$ cat src/rtl/imm_extend_pipe_pkg.sv
// imm_extend_pipe_pkg
//   Shared constants for the pipelined immediate extend unit.
//   IMMSRC_* : 3-bit format select codes presented on in_immsrc.
//   XLEN_DEFAULT : default datapath width of the extended immediate.
package imm_extend_pipe_pkg;

  localparam logic [2:0] IMMSRC_I   = 3'b000;
  localparam logic [2:0] IMMSRC_S   = 3'b001;
  localparam logic [2:0] IMMSRC_B   = 3'b010;
  localparam logic [2:0] IMMSRC_J   = 3'b011;
  localparam logic [2:0] IMMSRC_U   = 3'b100;
  localparam logic [2:0] IMMSRC_Z   = 3'b101;
  // 3'b110 and 3'b111 are both illegal; this is the canonical one.
  localparam logic [2:0] IMMSRC_ILL = 3'b110;

  localparam int XLEN_DEFAULT = 32;

endpackage

$ cat src/rtl/imm_pipe_stage.sv
// imm_pipe_stage
//   Generic valid/ready register slice. Loads whenever it is empty or its
//   content is being taken downstream in the same cycle, so a full stage
//   passes one item per cycle with no bubble.
// Ports:
//   clk, rst_n          clock, asynchronous active-low reset
//   i_valid, o_ready    upstream handshake (o_ready = load condition)
//   i_data              upstream payload
//   o_valid, i_ready    downstream handshake
//   o_data              registered payload, stable while o_valid && !i_ready
module imm_pipe_stage #(
  parameter int W = 38
) (
  input  logic         clk,
  input  logic         rst_n,
  input  logic         i_valid,
  output logic         o_ready,
  input  logic [W-1:0] i_data,
  output logic         o_valid,
  input  logic         i_ready,
  output logic [W-1:0] o_data
);

  logic         r_valid;
  logic [W-1:0] r_data;
  logic         w_load;

  assign w_load  = !r_valid || i_ready;
  assign o_ready = w_load;
  assign o_valid = r_valid;
  assign o_data  = r_data;

  always_ff @(posedge clk or negedge rst_n) begin
    if (!rst_n) begin
      r_valid <= 1'b0;
      r_data  <= '0;
    end else if (w_load) begin
      r_valid <= i_valid;
      // Payload only moves with a real item, so outputs do not flicker
      // through bubbles.
      if (i_valid) r_data <= i_data;
    end
  end

endmodule

$ cat src/rtl/imm_extend_pipe.sv
// imm_extend_pipe
//   Pipelined RV32I immediate extend unit. Decodes instruction bits [31:7]
//   according to a 3-bit format select into an XLEN-wide immediate, then
//   passes it (with a sideband tag and an illegal-format flag) through
//   PIPE_STAGES valid/ready register slices.
// Ports:
//   clk, rst_n                    clock, asynchronous active-low reset
//   in_valid/in_ready             request handshake
//   in_instr[24:0]                instruction bits [31:7]
//   in_immsrc[2:0]                format select (I,S,B,J,U,Z; 11x illegal)
//   in_tag[TAG_W-1:0]             sideband carried with the result
//   out_valid/out_ready           result handshake
//   out_imm[XLEN-1:0]             extended immediate
//   out_tag, out_illegal          tag and illegal-select flag of out_imm
module imm_extend_pipe
  import imm_extend_pipe_pkg::*;
#(
  parameter int XLEN        = XLEN_DEFAULT,
  parameter int PIPE_STAGES = 1,
  parameter int TAG_W       = 5
) (
  input  logic             clk,
  input  logic             rst_n,
  input  logic             in_valid,
  output logic             in_ready,
  input  logic [24:0]      in_instr,
  input  logic [2:0]       in_immsrc,
  input  logic [TAG_W-1:0] in_tag,
  output logic             out_valid,
  input  logic             out_ready,
  output logic [XLEN-1:0]  out_imm,
  output logic [TAG_W-1:0] out_tag,
  output logic             out_illegal
);

  localparam int DW = XLEN + TAG_W + 1;

  generate
    if (!(XLEN == 32 || XLEN == 64) || !(PIPE_STAGES == 1 || PIPE_STAGES == 2)) begin : g_bad_param
      $error("imm_extend_pipe: XLEN must be 32/64 and PIPE_STAGES must be 1/2");
    end
  endgenerate

  // Returns {illegal, imm32}. Every format fits in 32 bits with bit 31 as
  // the correct sign, so widening to XLEN is a plain sign extension
  // (the zimm case has bit 31 clear, so it stays zero-extended).
  function automatic logic [32:0] decode_imm(input logic [31:7] instr,
                                             input logic [2:0]  src);
    logic [32:0] res;
    res = '0;
    case (src)
      IMMSRC_I: res[31:0] = {{20{instr[31]}}, instr[31:20]};
      IMMSRC_S: res[31:0] = {{20{instr[31]}}, instr[31:25], instr[11:7]};
      IMMSRC_B: res[31:0] = {{19{instr[31]}}, instr[31], instr[7],
                             instr[30:25], instr[11:8], 1'b0};
      IMMSRC_J: res[31:0] = {{11{instr[31]}}, instr[31], instr[19:12],
                             instr[20], instr[30:21], 1'b0};
      IMMSRC_U: res[31:0] = {instr[31:12], 12'b0};
      IMMSRC_Z: res[31:0] = {27'b0, instr[19:15]};
      default:  res       = {1'b1, 32'b0};
    endcase
    return res;
  endfunction

  logic [32:0]     w_dec;
  logic [31:0]     w_imm32;
  logic            w_illegal;
  logic [XLEN-1:0] w_imm;

  assign w_dec     = decode_imm(in_instr, in_immsrc);
  assign w_imm32   = w_dec[31:0];
  assign w_illegal = w_dec[32];

  generate
    if (XLEN == 64) begin : g_x64
      assign w_imm = {{(XLEN-32){w_imm32[31]}}, w_imm32};
    end else begin : g_x32
      assign w_imm = w_imm32;
    end
  endgenerate

  // Index k is the link feeding stage k; index PIPE_STAGES is the output.
  logic [PIPE_STAGES:0] w_valid;
  logic [PIPE_STAGES:0] w_ready;
  logic [DW-1:0]        w_data [PIPE_STAGES+1];

  assign w_valid[0]           = in_valid;
  assign w_data[0]            = {w_illegal, in_tag, w_imm};
  assign in_ready             = w_ready[0];
  assign w_ready[PIPE_STAGES] = out_ready;

  generate
    for (genvar k = 0; k < PIPE_STAGES; k++) begin : g_stage
      imm_pipe_stage #(.W(DW)) u_stage (
        .clk     (clk),
        .rst_n   (rst_n),
        .i_valid (w_valid[k]),
        .o_ready (w_ready[k]),
        .i_data  (w_data[k]),
        .o_valid (w_valid[k+1]),
        .i_ready (w_ready[k+1]),
        .o_data  (w_data[k+1])
      );
    end
  endgenerate

  assign out_valid                       = w_valid[PIPE_STAGES];
  assign {out_illegal, out_tag, out_imm} = w_data[PIPE_STAGES];

endmodule

$ cat config.mk
export PLATFORM = sky130hd
export DESIGN_NAME = imm_extend_pipe
export DESIGN_NICKNAME = d
export VERILOG_FILES = /design/src/rtl/imm_extend_pipe_pkg.sv /design/src/rtl/imm_pipe_stage.sv /design/src/rtl/imm_extend_pipe.sv
export SDC_FILE = /design/constraint.sdc
export NUM_CORES = 1
export LEC_CHECK = 0
export ABC_CLOCK_PERIOD_IN_PS = 1500
export CAP_MARGIN = 10
export CORE_UTILIZATION = 35
export CTS_CLUSTER_DIAMETER = 120
export CTS_CLUSTER_SIZE = 10
export DETAILED_ROUTE_END_ITERATION = 8
export GPL_TIMING_DRIVEN = 0
export PLACE_DENSITY = 0.69
export SKIP_LAST_GASP = 1
export SYNTH_ARGS = -nofsm -noshare
export SYNTH_HDL_FRONTEND = slang
export SYNTH_SLANG_ARGS = --single-unit
$ cat constraint.sdc
create_clock -name clk -period 1.5 [get_ports clk]
set_input_delay 0.225 -clock clk [delete_from_list [all_inputs] [get_ports clk]]
set_output_delay 0.225 -clock clk [all_outputs]
set_load 0.1 [all_outputs]
==> flow_summary.yaml, run 1 <==
status:
  status: "finished, violations left"
  violations: "setup timing"
yosys:
  synth_area_leaders: "dfrtp_1, a221o_1, nand2_1"
  ys_async_sr_fraction: 1.00
  synthFlopType: "dfrtp_1"
  seq_area_frac_synth: 0.560
  syn_area_um2: 1740
  synth_compound_area_frac: 0.187
  synth_edf_count: 0
  synth_xor_area_frac: 0.00933
  avgSynthCellArea_um2: 10.6
  synth_cells: 164
  synth-simple-area-share: 0.144
  yosys_register_bits: 39
  synth_area_leader_cell: "dfrtp_1"
  synth.area.mux_share: 0.0681
  yosys_warnings: 0
  synth_top_family_by_area: "compound AO/OA/AOI/OAI gates"
  synth_most_common_cell: "dfrtp_1"
  synth_common_cells: "dfrtp_1, nand2_1, a21oi_1, a221o_1"
  syn-num-nets: 201
  ys_types: 28
  yosys.area_share.adder: 0
  yosysTopAreaCellShare: 0.560
worst_setup_path:
  arrival_ns: 1.31
  worstPathMaxFanout: 5
  critPathRequiredTime_ns: 1.27
  cp_top_family: "flip-flops"
  end_kind: "output port"
  crit_buf_inv: 1
  cpMaxStageDelayCell: "dfrtp_4"
  path_class: "reg -> out"
  slowest_delay_ns: 0.49
  critPathLaunchType: "flop"
  crit_chain: "nand2b_4, buf_2"
floorplanning:
  num_rows: 25
  initial_core_util: 0.367
  dieArea_um2: 5270
  die_w_um: 72.6
  die_h_um: 72.6
  core_um2: 4750
  design.portCount: 77
sta:
  max_slew_margin: 0.423
  timing.final.crit_share: 1.02
  clock_skew_ns: 0.00715
  setup_viol: 1
  tightest_slew_ns: 0.865
  rsz0062_at_grt: "yes"
  finalCriticalPeriod_ns: 1.53
  fmax_ghz: 0.653
  hold_ws_ns: 0.0445
  tns_ns: -0.0314
  drv_slew: 0
  hold_violations: 0
  finalWorstSetupSlack_ns: -0.0314
global_route:
  grtUsageMet3: 0.0552
  grt-busiest-layer: "met2"
  grtUsageTotal: 0.190
  antenna_found_initial: 0
  gr-total-overflow: 0
  grt_start_max_net_pins: 40
  grt_pass1_wl_um: 7520
  grtUsageMet1: 0.244
  grt_util_met2: 0.313
  grt_pass1_vias: 1591
drt:
  drt_iter0_markers: 62
  drtPass1Iterations: 4
  vias_per_cell: 4.86
  drt-total-wl_um: 4480
  ant_nets: 0
  num_vias: 1537
  drc: 0
  wl_per_cell_um: 14.2
clock_network:
  cts.htree.levels: 2
  cts_max_path_buffers: 2
  cts_sinks: 39
  clkTransAtPathRegs_ns: 0.08
  cts_root_buf: "clkbuf_8"
  cts_tree: "done"
  clk_latency_ns: 0.29
  cts_buffers: 5
placement:
  placed_area_um2: 2600
  routabilityCongestion: 0.719
  hpwl_um: 3160
  dp.cells: 307
  port_buffers: 76
final_layout:
  stdcell_count: 316
  final_nets: 285
  drive_above_1_share: 0.301
  area_growth_pct: 58.2
  stdcell_area_um2: 2760
  seqCellArea_um2: 980
  n_fill_cell: 447
  multiInputGateArea_um2: 737
  antenna_cells: 0
power_and_ir_drop:
  p_leak_nw: 1.18
  power_density_nw_per_um2: 1290
  worst_ir_drop_vdd_v: 0.000698
  p_total_w: 0.00355
worst_hold_path:
  hold_class: "in -> async"
run:
  drv_cap: 0
[logic make-up after synthesis]
| kind of cell | count (synthesis) |
|---|---|
| multiplexers | 11 |
| AND/OR/NAND/NOR | 51 |
| AO/OA/AOI/OAI | 50 |
| buffers and inverters | 12 |
| XOR/XNOR | 1 |
| flip-flops | 39 |
[routing by layer]
| layer | part of all wire | vias to the layer above |
|---|---|---|
| met2 | 0.48 | 58 |
| met5 | 0 | - |
| li1 | - | 747 |
| met4 | 0.0031 | 0 |
| met3 | 0.055 | 2 |
| met1 | 0.46 | 730 |
[path summary, 6_finish.rpt]
path                            slack [ns]  cells after the start                           from                            end
worst max-delay path                 -0.03                      2     g_stage[0].u_stage.o_valid                       in_ready
worst min-delay path                  0.04                      1                          rst_n   g_stage[0].u_stage.o_data[8]
worst max register to register        0.08                      4     g_stage[0].u_stage.o_valid  g_stage[0].u_stage.o_data[17]
worst min register to register        0.48                      2  g_stage[0].u_stage.o_data[10]  g_stage[0].u_stage.o_data[10]
max in group asynchronous             0.81                      1                          rst_n     g_stage[0].u_stage.o_valid
min in group clk                      0.43                      4                   in_immsrc[0]  g_stage[0].u_stage.o_data[25]
[registers in the layout, indices dropped and copies added (netlist names)]
register / flops
g_stage.u_stage.o_data: 38
g_stage.u_stage.o_valid: 1
[per-stage QoR]
| step | setup slack [ns] | util |
|---|---|---|
| after global routing | -0.0785 | 0.580 |
| after detailed placement | -0.688 | 0.548 |
| after CTS | -0.180 | 0.579 |
| after global placement | -1.05 | 0.549 |
| final | -0.0314 | 0.580 |
| after floorplan | -0.291 | - |
[cell usage in the layout, fill, tap and decap left out, types with 5 or more instances in the layout]
cell type,n
nand2_1,27
dfrtp_1,38
nand2b_1,7
a21oi_1,11
o21ai_1,10
mux2_2,6
clkdlybuf4s50_1,33
clkbuf_8,5
a221o_1,11
o21ai_0,10
buf_2,7
clkbuf_2,5
clkdlybuf4s15_2,38
[final cells by class]
class                      count  share of cell area
clock inverter                 1             0.00181
buffer                        12              0.0272
sequential                    39               0.355
clock buffer                   7              0.0277
tap                           67              0.0304
timing repair buffer          77               0.291
multi-input combinational    113               0.267
[where the power goes]
group	switching (W)	total, W	internal, W
Combinational	0.00123	0.00162	0.000390
Sequential	0.0000696	0.00125	0.00118
Clock	0.000348	0.000674	0.000326
[what timing repair did]
action / 4_1_cts / 5_1_grt
buffers inserted: 1 / 0
endpoints found under the setup margin: 51 / 25
hold buffers: 0 / 0
resized for setup: 127 / 9
Note: power is estimated with default switching activity, not from simulation.
==> run 2, diff against run 1 <==
CORE_UTILIZATION = 41   (was 35)
PLACE_DENSITY = 0.79   (was 0.69)
==> run 2 against run 1 <==
The run now ends clean. Wire length is 2.0% lower. Sequential power hardly changed. Total power is 0.46% higher. Sequential share of layout area is 0.080 points lower. Final cell count is 4.7% lower. Non-clock buffer count is 2 higher. Core utilization is 11 points higher. Register-to-register slack hardly changed. Critical path type unchanged. Critical endpoint is now out_imm[31]. Highest routed layer unchanged.
==> flow_summary.yaml, run 2 (synthesized netlist as in run 1, its figures left out) <==
status:
  status: "finished clean"
placement:
  dp_slack_ns: -0.681
  dp.cells: 290
  routabilityCongestion: 0.695
  port_buffers: 76
  hpwl_um: 3110
floorplanning:
  core_um2: 4030
  die_h_um: 67.2
  initial_core_util: 0.433
  die_w_um: 67.2
  dieArea_um2: 4520
  design.portCount: 77
  num_rows: 23
drt:
  vias_per_cell: 5.17
  drt-total-wl_um: 4390
  wl_met2_um: 2100
  met3_length_um: 320
  drtPass1Iterations: 4
  drc: 0
  drt_iter0_markers: 172
  routed.top_layer: "met4"
  num_vias: 1557
  wl_per_cell_um: 14.6
  ant_nets: 0
  wl_met1_um: 1910
clock_network:
  cts_max_path_buffers: 2
  clk_latency_ns: 0.29
  clkTransAtPathRegs_ns: 0.07
  cts_sinks: 39
  cts_tree: "done"
  cts.htree.levels: 2
  hold_buffers: 0
  cts_buffers: 5
  cts_root_buf: "clkbuf_8"
final_layout:
  seqCellArea_um2: 980
  multiInputGateArea_um2: 737
  final_core_util: 0.686
  n_fill_cell: 323
  final_nets: 287
  stdcell_count: 301
  antenna_cells: 0
  area_growth_pct: 58.5
  largest_reg_flops: 38
  drive_above_1_share: 0.307
  layout_common_cells: "dfrtp_1, clkdlybuf4s15_2, clkdlybuf4s50_1"
sta:
  tightest_slew_ns: 0.841
  hold_ws_ns: 0.0338
  setup_viol: 0
  finalWorstSetupSlack_ns: 0.0352
  fmax_ghz: 0.683
  finalCriticalPeriod_ns: 1.46
  clock_skew_ns: 0.00574
  max_slew_margin: 0.439
  timing.final.crit_share: 0.977
  drv_slew: 0
  hold_violations: 0
power_and_ir_drop:
  switching_share: 0.465
  p_comb_frac: 0.458
  p_leak_nw: 1.19
  power_density_nw_per_um2: 1290
  worst_ir_drop_vdd_v: 0.000783
  p_int_w: 0.00190
  p_total_w: 0.00356
  power_switching_w: 0.00166
  p_clk_frac: 0.190
  seqPwrFrac: 0.352
worst_setup_path:
  end_kind: "output port"
  arrival_ns: 1.24
  critPathRequiredTime_ns: 1.27
  cpMaxStageDelayCell: "clkdlybuf4s15_2"
  slowest_delay_ns: 0.57
  crit_chain: "clkdlybuf4s15_2"
  critPathLaunchType: "flop"
  worstPathMaxFanout: 2
  cp_top_family: "buffers and inverters"
  crit_buf_inv: 1
  path_class: "reg -> out"
global_route:
  grt_start_max_net_pins: 40
  grt_pass1_wl_um: 6970
  grt_pass1_vias: 1519
  antenna_found_initial: 0
  grtUsageTotal: 0.211
  gr-total-overflow: 0
run:
  drv_cap: 0
worst_hold_path:
  hold_class: "in -> async"
## run 2: cell types whose count changed in the layout (fill, tap and decap cells not counted), sizes merged
| cell | delta |
|---|---|
| buf | +1 |
| clkbuf | +1 |
| dlygate4sd2 | -1 |
| dlymetal6s2s | +1 |
## run 2: worst register-to-register path, cell delays in order, from the launching register on
cell,delay (ns)
dfrtp_4,0.49
nand2b_4,0.10
nand2_2,0.13
buf_2,0.23
a221o_1,0.37
## run 2: layer usage
metal	track usage	vias to the layer above
li1	-	754
met1	0.266	735
met2	0.338	61
met3	0.0642	7
met4	0.0798	0
met5	0	-
## run 2: area by class of cell
type,count,share of cell area
Clock inverter,1,0.00181
Multi-Input combinational cell,113,0.267
Clock buffer,7,0.0276
Timing Repair Buffer,79,0.298
Sequential cell,39,0.354
Tap cell,50,0.0226
Buffer,12,0.0294
## run 2: power groups by stage
stage	sequential (W)	combinational, W	clock (W)
final	0.00125	0.00163	0.000677
after global routing	0.00127	0.00169	0.000731
after CTS	0.00126	0.00163	0.000696
after detailed placement	0.00127	0.00166	0
after global placement	0.00127	0.00165	0
after floorplan	0.00223	0.000242	0
## run 2: repair_timing
| item | in CTS | in global routing |
|---|---|---|
| setup buffers | 0 | 3 |
| gates cloned | 0 | 0 |
| endpoints found under the setup margin | 51 | 26 |
| gates resized for setup | 125 | 15 |
## run 2: path summary, 6_finish.rpt
check                                                end  slack, ns                     startpoint  depth (start not counted)
max in group asynchronous     g_stage[0].u_stage.o_valid       0.85                          rst_n                          1
max reg2reg                g_stage[0].u_stage.o_data[18]       0.07     g_stage[0].u_stage.o_valid                          4
max                                          out_imm[31]       0.04  g_stage[0].u_stage.o_data[31]                          1
min                        g_stage[0].u_stage.o_data[16]       0.03                          rst_n                          1
min reg2reg                 g_stage[0].u_stage.o_data[8]       0.48   g_stage[0].u_stage.o_data[8]                          2
min in group clk           g_stage[0].u_stage.o_data[25]       0.41                   in_immsrc[0]                          4
## run 2: stage by stage
stage | cell area, µm² | setup TNS (ns)
after global placement | 2590 | -43.74
after global routing | 2770 | -0.0126
after floorplan | 1760 | -5.56
after CTS | 2730 | -0.171
final | 2770 | 0
after detailed placement | 2580 | -15.47
==> run 3, diff against run 2 <==
SKIP_LAST_GASP = not set   (was 1)
==> run 3 against run 2 <==
Hold slack got worse by 0.0040 ns. Clock skew rose by 0.00052 ns. Non-clock buffer count unchanged. Fmax hardly changed. Largest power group unchanged. Final cell count unchanged. Clock-buffer cell count did not move. Combinational power about the same. Sequential power about the same. Global-route usage about the same.
==> flow_summary.yaml, run 3 (synthesized netlist as in run 1, its figures left out) <==
sta:
  finalCriticalPeriod_ns: 1.47
  tightest_slew_ns: 0.833
  hold_violations: 0
  clock_skew_ns: 0.00626
  max_slew_margin: 0.445
  fmax_ghz: 0.682
  hold_ws_ns: 0.0298
  drv_slew: 0
  timing.final.crit_share: 0.977
  setup_viol: 0
  finalWorstSetupSlack_ns: 0.0340
drt:
  drt_iter0_markers: 177
  drt-total-wl_um: 4380
  wl_per_cell_um: 14.5
  vias_per_cell: 5.14
  drtPass1Iterations: 4
  num_vias: 1546
  ant_nets: 0
  drc: 0
worst_setup_path:
  cp_top_family: "buffers and inverters"
  worstPathMaxFanout: 2
  slowest_delay_ns: 0.57
  critPathRequiredTime_ns: 1.27
  crit_buf_inv: 1
  crit_chain: "clkdlybuf4s15_2"
  critPathLaunchType: "flop"
  end_kind: "output port"
  arrival_ns: 1.24
  cpMaxStageDelayCell: "clkdlybuf4s15_2"
  path_class: "reg -> out"
clock_network:
  cts.htree.levels: 2
  cts_sinks: 39
  clk_latency_ns: 0.29
  cts_tree: "done"
  clkTransAtPathRegs_ns: 0.07
  cts_buffers: 5
  cts_max_path_buffers: 2
  cts_root_buf: "clkbuf_8"
  hold_buffers: 0
global_route:
  grt_pass1_vias: 1520
  grtUsageTotal: 0.210
  antenna_found_initial: 0
  gr-total-overflow: 0
  grt_start_max_net_pins: 40
  grt_pass1_wl_um: 6960
placement:
  dp.cells: 290
  port_buffers: 76
  hpwl_um: 3110
  dp_slack_ns: -0.681
  routabilityCongestion: 0.695
floorplanning:
  design.portCount: 77
  dieArea_um2: 4520
  die_w_um: 67.2
  num_rows: 23
  initial_core_util: 0.433
  die_h_um: 67.2
  core_um2: 4030
status:
  status: "finished clean"
final_layout:
  largest_reg_flops: 38
  drive_above_1_share: 0.307
  final_nets: 287
  area_growth_pct: 58.3
  antenna_cells: 0
  stdcell_count: 301
  layout_common_cells: "dfrtp_1, clkdlybuf4s15_2, clkdlybuf4s50_1"
power_and_ir_drop:
  worst_ir_drop_vdd_v: 0.000783
  p_leak_nw: 1.19
  power_density_nw_per_um2: 1290
run:
  drv_cap: 0
worst_hold_path:
  hold_class: "in -> async"
run 3: cell types whose count changed in the layout (fill, tap and decap cells not counted), sizes merged:
cell           previous run  this run
clkdlybuf4s50            33        34
dlymetal6s2s              2         1
run 3: worst reg2reg max path, stage by stage, from the launching register on:
cell and delay [ns]:
dfrtp_4 0.49, nand2b_4 0.10, nand2_2 0.13, buf_2 0.23, a221o_1 0.37
run 3: through the flow:
stage | cell area, µm² | TNS (ns) | total power (W) | utilization
CTS | 2730 | 0 | 0.00358 | 0.677
global route | 2760 | -0.0177 | 0.00369 | 0.685
global placement | 2590 | -43.74 | 0.00292 | 0.642
floorplan | 1760 | -5.56 | 0.00247 | -
finish | 2760 | 0 | 0.00356 | 0.685
detailed placement | 2580 | -15.47 | 0.00293 | 0.641
run 3: metal layers:
| layer | routed length (µm) | global-route usage | up-vias | share of wire |
|---|---|---|---|---|
| met5 | 0 | 0 | - | 0 |
| met4 | 52 | 0.0798 | 0 | 0.012 |
| met3 | 297 | 0.0642 | 7 | 0.068 |
| met2 | 2100 | 0.338 | 51 | 0.48 |
| met1 | 1930 | 0.265 | 732 | 0.44 |
| li1 | - | - | 756 | - |
run 3: worst paths after layout:
kind | start | endpoint | slack [ns] | depth (start not counted)
setup / recovery | g_stage[0].u_stage.o_data[31] | out_imm[31] | 0.03 | 1
hold / removal | rst_n | g_stage[0].u_stage.o_data[16] | 0.03 | 1
setup reg to reg | g_stage[0].u_stage.o_valid | g_stage[0].u_stage.o_data[18] | 0.07 | 4
hold reg to reg | g_stage[0].u_stage.o_data[8] | g_stage[0].u_stage.o_data[8] | 0.48 | 2
max in group asynchronous | rst_n | g_stage[0].u_stage.o_valid | 0.86 | 1
min in group clk | in_immsrc[1] | g_stage[0].u_stage.o_data[0] | 0.48 | 3
run 3: report_power, final:
group          switching [W]  internal, W  leakage, nW  total, W
clock               0.000351     0.000326       0.0422  0.000677
sequential         0.0000712      0.00118        0.498   0.00125
combinational        0.00123     0.000397        0.645   0.00163
run 3: what timing repair did:
action                     CTS  global route
setup buffers                0             3
resized for setup          128            11
setup endpoints to repair   51            25
run 3: final cells by class:
| cell class | count | area [µm²] |
|---|---|---|
| fill | 323 | 1270 |
| sequential | 39 | 980 |
| timing repair buffer | 79 | 821 |
| multi-input combinational | 113 | 737 |
| buffer | 12 | 80.1 |
| clock buffer | 7 | 76.3 |
| tap | 50 | 62.6 |
| clock inverter | 1 | 5.00 |
